## src/rtl/hazard_ctrl_if.sv

```systemverilog
// Signal bundle between the pipeline datapath (master) and hazard_ctrl (slave).
// The stall/flush counters exist only when HAZARD_PERF_EN is defined.
interface hazard_ctrl_if #(
  parameter int PERF_W = 16
);

  if (PERF_W < 1) begin : g_perf_w_chk
    $error("hazard_ctrl_if: PERF_W must be at least 1");
  end

  logic       id_valid;
  logic [4:0] id_rs1;
  logic [4:0] id_rs2;
  logic       id_uses_rs1;
  logic       id_uses_rs2;
  logic       ex_valid;
  logic       ex_mem_read;
  logic [4:0] ex_rd;
  logic       branch_taken;
  logic       mem_busy;
  logic       pc_write;
  logic       if_id_write;
  logic       if_id_flush;
  logic       id_ex_flush;
  logic       ex_mem_write;
  logic [1:0] state_o;
`ifdef HAZARD_PERF_EN
  logic [PERF_W-1:0] stall_cnt;
  logic [PERF_W-1:0] flush_cnt;
`endif

  modport master (
    output id_valid, id_rs1, id_rs2, id_uses_rs1, id_uses_rs2,
    output ex_valid, ex_mem_read, ex_rd, branch_taken, mem_busy,
`ifdef HAZARD_PERF_EN
    input  stall_cnt, flush_cnt,
`endif
    input  pc_write, if_id_write, if_id_flush, id_ex_flush, ex_mem_write, state_o
  );

  modport slave (
    input  id_valid, id_rs1, id_rs2, id_uses_rs1, id_uses_rs2,
    input  ex_valid, ex_mem_read, ex_rd, branch_taken, mem_busy,
`ifdef HAZARD_PERF_EN
    output stall_cnt, flush_cnt,
`endif
    output pc_write, if_id_write, if_id_flush, id_ex_flush, ex_mem_write, state_o
  );

endinterface

```

## src/rtl/hazard_ctrl.sv

```systemverilog
// hazard_ctrl: load-use stall, taken-branch flush and data-memory freeze control.
// Define HAZARD_PERF_EN to add saturating stall/flush cycle counters.
module hazard_ctrl #(
  parameter int LOAD_STALL_CYCLES = 1,
  parameter int PERF_W            = 16
) (
  input  logic         clk,
  input  logic         reset_n,
  hazard_ctrl_if.slave bus
);

  localparam logic [1:0] ST_RUN       = 2'd0;
  localparam logic [1:0] ST_LSTALL    = 2'd1;
  localparam logic [1:0] ST_FLUSH     = 2'd2;
  localparam logic [1:0] ST_FREEZE    = 2'd3;
  localparam logic [1:0] STALL_RELOAD = 2'(LOAD_STALL_CYCLES - 1);

  if (LOAD_STALL_CYCLES < 1 || LOAD_STALL_CYCLES > 3 || PERF_W < 1) begin : g_param_chk
    $error("hazard_ctrl: LOAD_STALL_CYCLES must be 1..3 and PERF_W at least 1");
  end

  logic [1:0] state_q;
  logic [1:0] state_d;
  logic [1:0] cnt_q;
  logic [1:0] cnt_d;
  logic [1:0] shadow_state_q;
  logic [1:0] shadow_state_d;
  logic [1:0] shadow_cnt_q;
  logic [1:0] shadow_cnt_d;
  logic [1:0] eff_state_s;
  logic [1:0] eff_cnt_s;
  logic       rs1_hit_s;
  logic       rs2_hit_s;
  logic       hazard_s;
  logic       pc_write_s;
  logic       if_id_write_s;
  logic       if_id_flush_s;
  logic       id_ex_flush_s;
  logic       ex_mem_write_s;
  logic [1:0] state_o_s;

  // Load-use match; x0 never carries a dependency
  always_comb begin
    rs1_hit_s = bus.id_uses_rs1 & (bus.id_rs1 == bus.ex_rd);
    rs2_hit_s = bus.id_uses_rs2 & (bus.id_rs2 == bus.ex_rd);
    hazard_s  = bus.id_valid & bus.ex_valid & bus.ex_mem_read &
                (bus.ex_rd != 5'd0) & (rs1_hit_s | rs2_hit_s);
  end

  // On the first non-busy FREEZE cycle act as the state saved on entry
  always_comb begin
    if (state_q == ST_FREEZE) begin
      eff_state_s = shadow_state_q;
      eff_cnt_s   = shadow_cnt_q;
    end else begin
      eff_state_s = state_q;
      eff_cnt_s   = cnt_q;
    end
  end

  // Next state and pipeline enables; priority is mem_busy, branch, hazard
  always_comb begin
    state_d        = ST_RUN;
    cnt_d          = 2'd0;
    shadow_state_d = shadow_state_q;
    shadow_cnt_d   = shadow_cnt_q;
    pc_write_s     = 1'b1;
    if_id_write_s  = 1'b1;
    if_id_flush_s  = 1'b0;
    id_ex_flush_s  = 1'b0;
    ex_mem_write_s = 1'b1;
    state_o_s      = state_q;
    if (!reset_n) begin
      shadow_state_d = ST_RUN;
      shadow_cnt_d   = 2'd0;
      state_o_s      = ST_RUN;
    end else if (bus.mem_busy) begin
      pc_write_s     = 1'b0;
      if_id_write_s  = 1'b0;
      ex_mem_write_s = 1'b0;
      state_d        = ST_FREEZE;
      cnt_d          = cnt_q;
      if (state_q != ST_FREEZE) begin
        shadow_state_d = state_q;
        shadow_cnt_d   = cnt_q;
      end else begin
        shadow_state_d = shadow_state_q;
        shadow_cnt_d   = shadow_cnt_q;
      end
    end else if (bus.branch_taken) begin
      if_id_flush_s = 1'b1;
      id_ex_flush_s = 1'b1;
      state_d       = ST_FLUSH;
      cnt_d         = 2'd0;
    end else begin
      case (eff_state_s)
        ST_RUN: begin
          if (hazard_s) begin
            pc_write_s    = 1'b0;
            if_id_write_s = 1'b0;
            id_ex_flush_s = 1'b1;
            if (LOAD_STALL_CYCLES > 1) begin
              state_d = ST_LSTALL;
              cnt_d   = STALL_RELOAD;
            end else begin
              state_d = ST_RUN;
              cnt_d   = 2'd0;
            end
          end else begin
            state_d = ST_RUN;
            cnt_d   = 2'd0;
          end
        end
        ST_LSTALL: begin
          pc_write_s    = 1'b0;
          if_id_write_s = 1'b0;
          id_ex_flush_s = 1'b1;
          if (eff_cnt_s <= 2'd1) begin
            state_d = ST_RUN;
            cnt_d   = 2'd0;
          end else begin
            state_d = ST_LSTALL;
            cnt_d   = eff_cnt_s - 2'd1;
          end
        end
        ST_FLUSH: begin
          if_id_flush_s = 1'b1;
          state_d       = ST_RUN;
          cnt_d         = 2'd0;
        end
        default: begin
          state_d = ST_RUN;
          cnt_d   = 2'd0;
        end
      endcase
    end
  end

  // State, stall counter and freeze shadow
  always_ff @(posedge clk) begin
    if (!reset_n) begin
      state_q        <= ST_RUN;
      cnt_q          <= 2'd0;
      shadow_state_q <= ST_RUN;
      shadow_cnt_q   <= 2'd0;
    end else begin
      state_q        <= state_d;
      cnt_q          <= cnt_d;
      shadow_state_q <= shadow_state_d;
      shadow_cnt_q   <= shadow_cnt_d;
    end
  end

  assign bus.pc_write     = pc_write_s;
  assign bus.if_id_write  = if_id_write_s;
  assign bus.if_id_flush  = if_id_flush_s;
  assign bus.id_ex_flush  = id_ex_flush_s;
  assign bus.ex_mem_write = ex_mem_write_s;
  assign bus.state_o      = state_o_s;

`ifdef HAZARD_PERF_EN
  logic [PERF_W-1:0] stall_cnt_q;
  logic [PERF_W-1:0] flush_cnt_q;
  logic              stall_evt_s;
  logic              flush_evt_s;

  function automatic logic [PERF_W-1:0] sat_inc(input logic [PERF_W-1:0] v, input logic en);
    if (en && (v != {PERF_W{1'b1}})) begin
      sat_inc = v + PERF_W'(1);
    end else begin
      sat_inc = v;
    end
  endfunction

  // Enables are all low while frozen, so neither event fires then
  always_comb begin
    stall_evt_s = id_ex_flush_s & ~if_id_flush_s;
    flush_evt_s = if_id_flush_s;
  end

  // Saturating performance counters
  always_ff @(posedge clk) begin
    if (!reset_n) begin
      stall_cnt_q <= {PERF_W{1'b0}};
      flush_cnt_q <= {PERF_W{1'b0}};
    end else begin
      stall_cnt_q <= sat_inc(stall_cnt_q, stall_evt_s);
      flush_cnt_q <= sat_inc(flush_cnt_q, flush_evt_s);
    end
  end

  assign bus.stall_cnt = stall_cnt_q;
  assign bus.flush_cnt = flush_cnt_q;
`endif

endmodule

```

## src/flat_wrapper.sv

```systemverilog
// flat-port wrapper written by rule: the top's interface ports become plain ports
module hazard_ctrl_flat 
#(
  parameter int LOAD_STALL_CYCLES = 1,
  parameter int PERF_W            = 16
)
  (clk, reset_n, bus_id_valid, bus_id_rs1, bus_id_rs2, bus_id_uses_rs1, bus_id_uses_rs2, bus_ex_valid, bus_ex_mem_read, bus_ex_rd, bus_branch_taken, bus_mem_busy, bus_pc_write, bus_if_id_write, bus_if_id_flush, bus_id_ex_flush, bus_ex_mem_write, bus_state_o);
  hazard_ctrl_if #(.PERF_W(PERF_W)) bus_i ();
  input  logic clk;
  input  logic reset_n;
  input wire logic [$bits(bus_i.id_valid)-1:0] bus_id_valid;
  input wire logic [$bits(bus_i.id_rs1)-1:0] bus_id_rs1;
  input wire logic [$bits(bus_i.id_rs2)-1:0] bus_id_rs2;
  input wire logic [$bits(bus_i.id_uses_rs1)-1:0] bus_id_uses_rs1;
  input wire logic [$bits(bus_i.id_uses_rs2)-1:0] bus_id_uses_rs2;
  input wire logic [$bits(bus_i.ex_valid)-1:0] bus_ex_valid;
  input wire logic [$bits(bus_i.ex_mem_read)-1:0] bus_ex_mem_read;
  input wire logic [$bits(bus_i.ex_rd)-1:0] bus_ex_rd;
  input wire logic [$bits(bus_i.branch_taken)-1:0] bus_branch_taken;
  input wire logic [$bits(bus_i.mem_busy)-1:0] bus_mem_busy;
  output wire logic [$bits(bus_i.pc_write)-1:0] bus_pc_write;
  output wire logic [$bits(bus_i.if_id_write)-1:0] bus_if_id_write;
  output wire logic [$bits(bus_i.if_id_flush)-1:0] bus_if_id_flush;
  output wire logic [$bits(bus_i.id_ex_flush)-1:0] bus_id_ex_flush;
  output wire logic [$bits(bus_i.ex_mem_write)-1:0] bus_ex_mem_write;
  output wire logic [$bits(bus_i.state_o)-1:0] bus_state_o;
  assign bus_i.id_valid = bus_id_valid;
  assign bus_i.id_rs1 = bus_id_rs1;
  assign bus_i.id_rs2 = bus_id_rs2;
  assign bus_i.id_uses_rs1 = bus_id_uses_rs1;
  assign bus_i.id_uses_rs2 = bus_id_uses_rs2;
  assign bus_i.ex_valid = bus_ex_valid;
  assign bus_i.ex_mem_read = bus_ex_mem_read;
  assign bus_i.ex_rd = bus_ex_rd;
  assign bus_i.branch_taken = bus_branch_taken;
  assign bus_i.mem_busy = bus_mem_busy;
  assign bus_pc_write = bus_i.pc_write;
  assign bus_if_id_write = bus_i.if_id_write;
  assign bus_if_id_flush = bus_i.if_id_flush;
  assign bus_id_ex_flush = bus_i.id_ex_flush;
  assign bus_ex_mem_write = bus_i.ex_mem_write;
  assign bus_state_o = bus_i.state_o;
  hazard_ctrl #(.LOAD_STALL_CYCLES(LOAD_STALL_CYCLES), .PERF_W(PERF_W)) u_core (.clk(clk), .reset_n(reset_n), .bus(bus_i));
endmodule
```

## config.mk

```make
export PLATFORM = sky130hd
export DESIGN_NAME = hazard_ctrl_flat
export DESIGN_NICKNAME = d
export VERILOG_FILES = /design/src/rtl/hazard_ctrl_if.sv /design/src/rtl/hazard_ctrl.sv /design/src/flat_wrapper.sv
export SDC_FILE = /design/constraint.sdc
export NUM_CORES = 1
export LEC_CHECK = 0
export CAP_MARGIN = 40
export CORE_UTILIZATION = 35
export CTS_BUF_LIST = sky130_fd_sc_hd__clkbuf_8
export DETAILED_ROUTE_END_ITERATION = 12
export HOLD_SLACK_MARGIN = 0.06
export PLACE_DENSITY = 0.77
export SYNTH_ARGS = -nofsm -noshare
export SYNTH_HDL_FRONTEND = slang
export SYNTH_SLANG_ARGS = --single-unit
```

## constraint.sdc

```tcl
create_clock -name clk -period 1.9 [get_ports clk]
set_input_delay 0.38 -clock clk [delete_from_list [all_inputs] [get_ports clk]]
set_output_delay 0.38 -clock clk [all_outputs]
set_load 0.01 [all_outputs]
```

==> Word-level counts from Yosys, hierarchy flattened <==
Cells that the tools add are included.
{ "op_classes": {"add_sub_neg": 1, "n_lt_le_gt_ge": 1, "eq_ne": 6, "mux": 26, "bitwise": 7, "n_reduce_logical": 3} }
{ "op_table": {"columns": ["op", "n"], "rows": [
  ["two-way mux 2 bit", 9],
  ["two-way mux 1 bit", 15],
  ["equality test 5 bit", 2],
  ["bitwise AND 1 bit", 6],
  ["nonzero test 5 bit", 1],
  ["equality test 2 bit (second input constant)", 2],
  ["one-hot mux 1 bit (2 select lines)", 2],
  ["equality test 2 x 1 -> 1 bit (second input constant)", 1],
  ["<= comparator 2 x 1 -> 1 bit (second input constant)", 1],
  ["zero test 2 bit", 1],
  ["!= test 2 bit (second input constant)", 1],
  ["AND reduction 2 bit", 1],
  ["subtractor 2 x 1 -> 2 bit (second input constant)", 1],
  ["bitwise OR 1 bit", 1]
]} }
{ "word_totals": {"regBits": 8, "in_bits": 24, "word_cells": 48} }

==> Longest topological paths before layout <==
{ "logic_depth": {"word_depth": 9, "ltp_mapped": 6, "ltp_nobuf": 5} }

==> Least setup slack after synthesis <==
OpenSTA, ideal clock, no wires.
{ "synth_path": {"path_type": "input to output", "from": "in bus_ex_rd[1]", "to": "out bus_pc_write", "arrival_time_ps": 1700, "path_slack_ps": -180, "stages": 5, "n_path_buf": 1, "path_cell_list": "or4_4 -> o2111ai_2 -> o22ai_1 -> a41oi_1 -> buf_4"} }
{ "synth_via": {"elab_chain_cells": 9} }
{ "synth_lines": {"columns": ["item", "line", "source"], "rows": [
  ["from (decl)", "flat_wrapper.sv:18", "input wire logic [$bits(bus_i.ex_rd)-1:0] bus_ex_rd;"],
  ["equality test 5 bit, on equally long branches", "hazard_ctrl.sv:44, hazard_ctrl.sv:45", null],
  ["bitwise AND 1 bit, on equally long branches", "hazard_ctrl.sv:44, hazard_ctrl.sv:45", null],
  ["bitwise OR 1 bit", "hazard_ctrl.sv:47", "(bus.ex_rd != 5'd0) & (rs1_hit_s | rs2_hit_s);"],
  ["bitwise AND 1 bit *", "hazard_ctrl.sv:47", null],
  ["two-way mux 1 bit *", null, null],
  ["one-hot mux 1 bit (2 select lines) *", null, null],
  ["two-way mux 1 bit * (3 in a row)", null, null],
  ["to (decl)", "flat_wrapper.sv:21", "output wire logic [$bits(bus_i.pc_write)-1:0] bus_pc_write;"]
]} }
Mark *: on every way between the ends. The rest lies on a longest branch, timed or not.

==> Worst setup path in the final report <==
{ "layout_path": {"from": "in bus_ex_rd[3]", "to": "out bus_pc_write"} }
{ "layout_via": {"elab_chain_cells": 9} }
{ "layout_lines": {"columns": ["item", "line", "source"], "rows": [
  ["equality test 5 bit, on equally long branches", "hazard_ctrl.sv:44, hazard_ctrl.sv:45", null],
  ["bitwise AND 1 bit, on equally long branches", "hazard_ctrl.sv:44, hazard_ctrl.sv:45", null],
  ["bitwise OR 1 bit", "hazard_ctrl.sv:47", null],
  ["bitwise AND 1 bit *", "hazard_ctrl.sv:47", null],
  ["two-way mux 1 bit *", "hazard_ctrl.sv:98", "if (hazard_s) begin"],
  ["one-hot mux 1 bit (2 select lines) *", "hazard_ctrl.sv:96", "case (eff_state_s)"],
  ["two-way mux 1 bit *", "hazard_ctrl.sv:90", "end else if (bus.branch_taken) begin"],
  ["two-way mux 1 bit *", "hazard_ctrl.sv:77", "end else if (bus.mem_busy) begin"],
  ["two-way mux 1 bit *", "hazard_ctrl.sv:73", "if (!reset_n) begin"]
]} }
Marked as above.

==> reports/metrics.cfg <==
[outcome]
outcome=finished with violations
violations=setup timing

[critical_path]
worstSetupPathType=primary input to output pin
cp-start-kind=primary input
end_kind=output pin
crit_fanout=3
cp_data_required_time_ps=1520
reg2reg_from=u_core.state_q[1]
r2r_cells=6
worstPathArrival_ps=1700
reg2reg_to=u_core.cnt_q[0]
rrSetupSlack_ps=560

[global_route]
grtUsageMet1_pct=22.02
antenna_found_initial=0
grt_usage_pct=20.77
overflow=0
busiest_layer=met2
grt_use_met3_pct=5.652
grt_pass1_wl_microns=2711
grtUsageMet2_pct=34.69
grt_pass1_vias=675
grt_start_max_net_pins=7

[hold_path]
hold_path.class=register to register
whs_path_depth=2
min_from=u_core.cnt_q[0]
holdPathEnd=u_core.cnt_q[0]

[clock_tree]
cts.path.max_buffers=2
clock_sinks=8
htreeDepth=1
clkTransAtPathRegs_ps=40
cts_tree=yes
cts_made_buffers=3
clock_latency_ps=230
root_buffer=clkbuf_8

[placement]
dp.cells=127
place.gp.congestion=0.8548
portBuffers=30
dp_hpwl_microns=1320

[synth]
yosys.cell_types.count=27
ys_ff_latch=8
yosys_warnings=0
synth_area_leaders=dfxtp_1 29%, xor2_1 13%, nor2_1 8.2%
syn_area_sq_um=551.8
ys_seq_area_share_pct=29.02
synth_top_area_share_pct=29.02
yosysTopAreaCell=dfxtp_1
synthesis.nets=95
syn_area_per_cell_sq_um=7.772
netlist_instances=71

[timing]
worstMarginPinSlew_ps=320.6
clock.fmax_mhz=480.6
final-setup-viol-count=3
slew_violations=0
slew_headroom_pct=78.46
setup_slack_ps=-180.6
finClkSkew_ps=2.456
period_share_pct=109.5
grt_setup_unrepaired=yes
fin_crit_ps=2081
tns_ps=-525.1
finalHoldViolCount=0

[route]
routed_via_density=5.206
wl_microns=1841
drtPass1Iterations=4
vias=682
drt_iter0_markers=19
wl_per_cell_microns=14.05
postRouteAntennaNets=0
drc=0

[floorplanning]
start_util_pct=39.91
rows=13
core_region_area_sq_mm=0.001383
io_pins=31
die_h_microns=41.71
die-area_sq_mm=0.001739
die_w_microns=41.71

[power]
p_leak_nw=0.4956
p_per_area_mw_per_mm2=513.5
vdd_drop_max_uv=373.5

[finish]
fill_cells=97
syn2layout_area_growth_pct=93.65
instances_no_fill=131
diodes=0
finalNetCount=142
final_cell_mix=11 x nor2_1, 11 x buf_4, 7 x clkdlybuf4s50_1, 6 x buf_2, 6 x dfxtp_1
fin_util_pct=77.29
drive_gt1_share_pct=41.38

[job]
max-cap-violations=0

## cell type report
cell class                      instances  area (sq um)  area share, %
Clock buffer                            3         41.29          3.864
Inverter                                7         28.78          2.693
Multi-Input combinational cell         55         447.9          41.92
Sequential cell                         8         162.7          15.22
Tap cell                               15         18.77          1.756
Timing Repair Buffer                   43         369.1          34.54
## worst max path at each step
stage / startpoint / to / slack (ps) / depth (start not counted)
global route: bus_ex_rd[2] / bus_id_ex_flush / -250 / 7
finish: bus_ex_rd[3] / bus_pc_write / -180 / 6
global placement: bus_ex_rd[1] / bus_if_id_write / -960 / 6
floorplan: bus_ex_rd[1] / bus_pc_write / -60 / 5
CTS: bus_ex_rd[3] / bus_pc_write / -220 / 6
detailed placement: bus_ex_rd[2] / bus_id_ex_flush / -960 / 7
## flip-flops by register name, summed over array words and instances (netlist names)
| name | count |
|---|---|
| u_core.shadow_state_q | 2 |
| u_core.shadow_cnt_q | 2 |
| u_core.state_q | 2 |
| u_core.cnt_q | 2 |
## cells in the mapped netlist
library cell,count
or4_4,1
o21ai_0,3
a41oi_1,1
nor2b_1,1
clkinv_1,1
o22ai_1,1
xnor2_1,2
inv_1,6
and4b_1,1
nor4_1,2
xor2_1,8
nand3_1,1
nor2_1,12
o211a_1,1
a22oi_1,1
a211o_1,1
o2111ai_2,1
a21oi_1,5
dfxtp_1,8
a211oi_1,1
a32oi_1,1
nor3_1,1
buf_4,1
nand2_1,5
and2_2,1
mux2i_1,3
a31oi_1,1
## cell families after synthesis
family	synth area share [%]
muxes	5.442
DFF	29.02
buffers and inverters	6.122
AOI/OAI and AO/OA	21.54
xor gates and xnor gates	15.87
and+or+nand+nor	21.99
## routing by layer
metal  vias to the layer above  part of all wire, %
li1                        335                    -
met1                       298                   44
met2                        46                   47
met3                         3                  7.3
met4                         0                  1.6
met5                         -                    0
## power by group
part / internal, mW / switching (mW)
registers: 0.175 / 0.00591
clock network: 0.137 / 0.0654
logic: 0.0921 / 0.0735
## critical path, cell delays in order
cell       delay (ps)
buf_8             100
or4_4             560
o2111ai_4         210
o22ai_2           120
a41oi_2           170
buf_2             160
## per-stage QoR
step | worst slack (ps) | power [mW] | cell area (sq um) | hold WS [ps]
floorplan | -61.46 | 0.2349 | 559.3 | 444.2
global placement | -963.8 | 0.3340 | 960.9 | 457.5
detailed placement | -961.2 | 0.3360 | 960.9 | 467.3
CTS | -222.4 | 0.5387 | 1003 | 472.1
global route | -250.1 | 0.5758 | 1069 | 504.2
finish | -180.6 | 0.5487 | 1069 | 469.0
## what timing repair did
| action | in CTS | in global routing |
|---|---|---|
| resized for setup | 60 | 27 |
| pin swaps | 13 | 11 |
| hold buffers | 0 | 0 |
| setup buffers | 1 | 0 |
| setup endpoints to repair | 7 | 6 |
(Power assumes the default switching activity.)
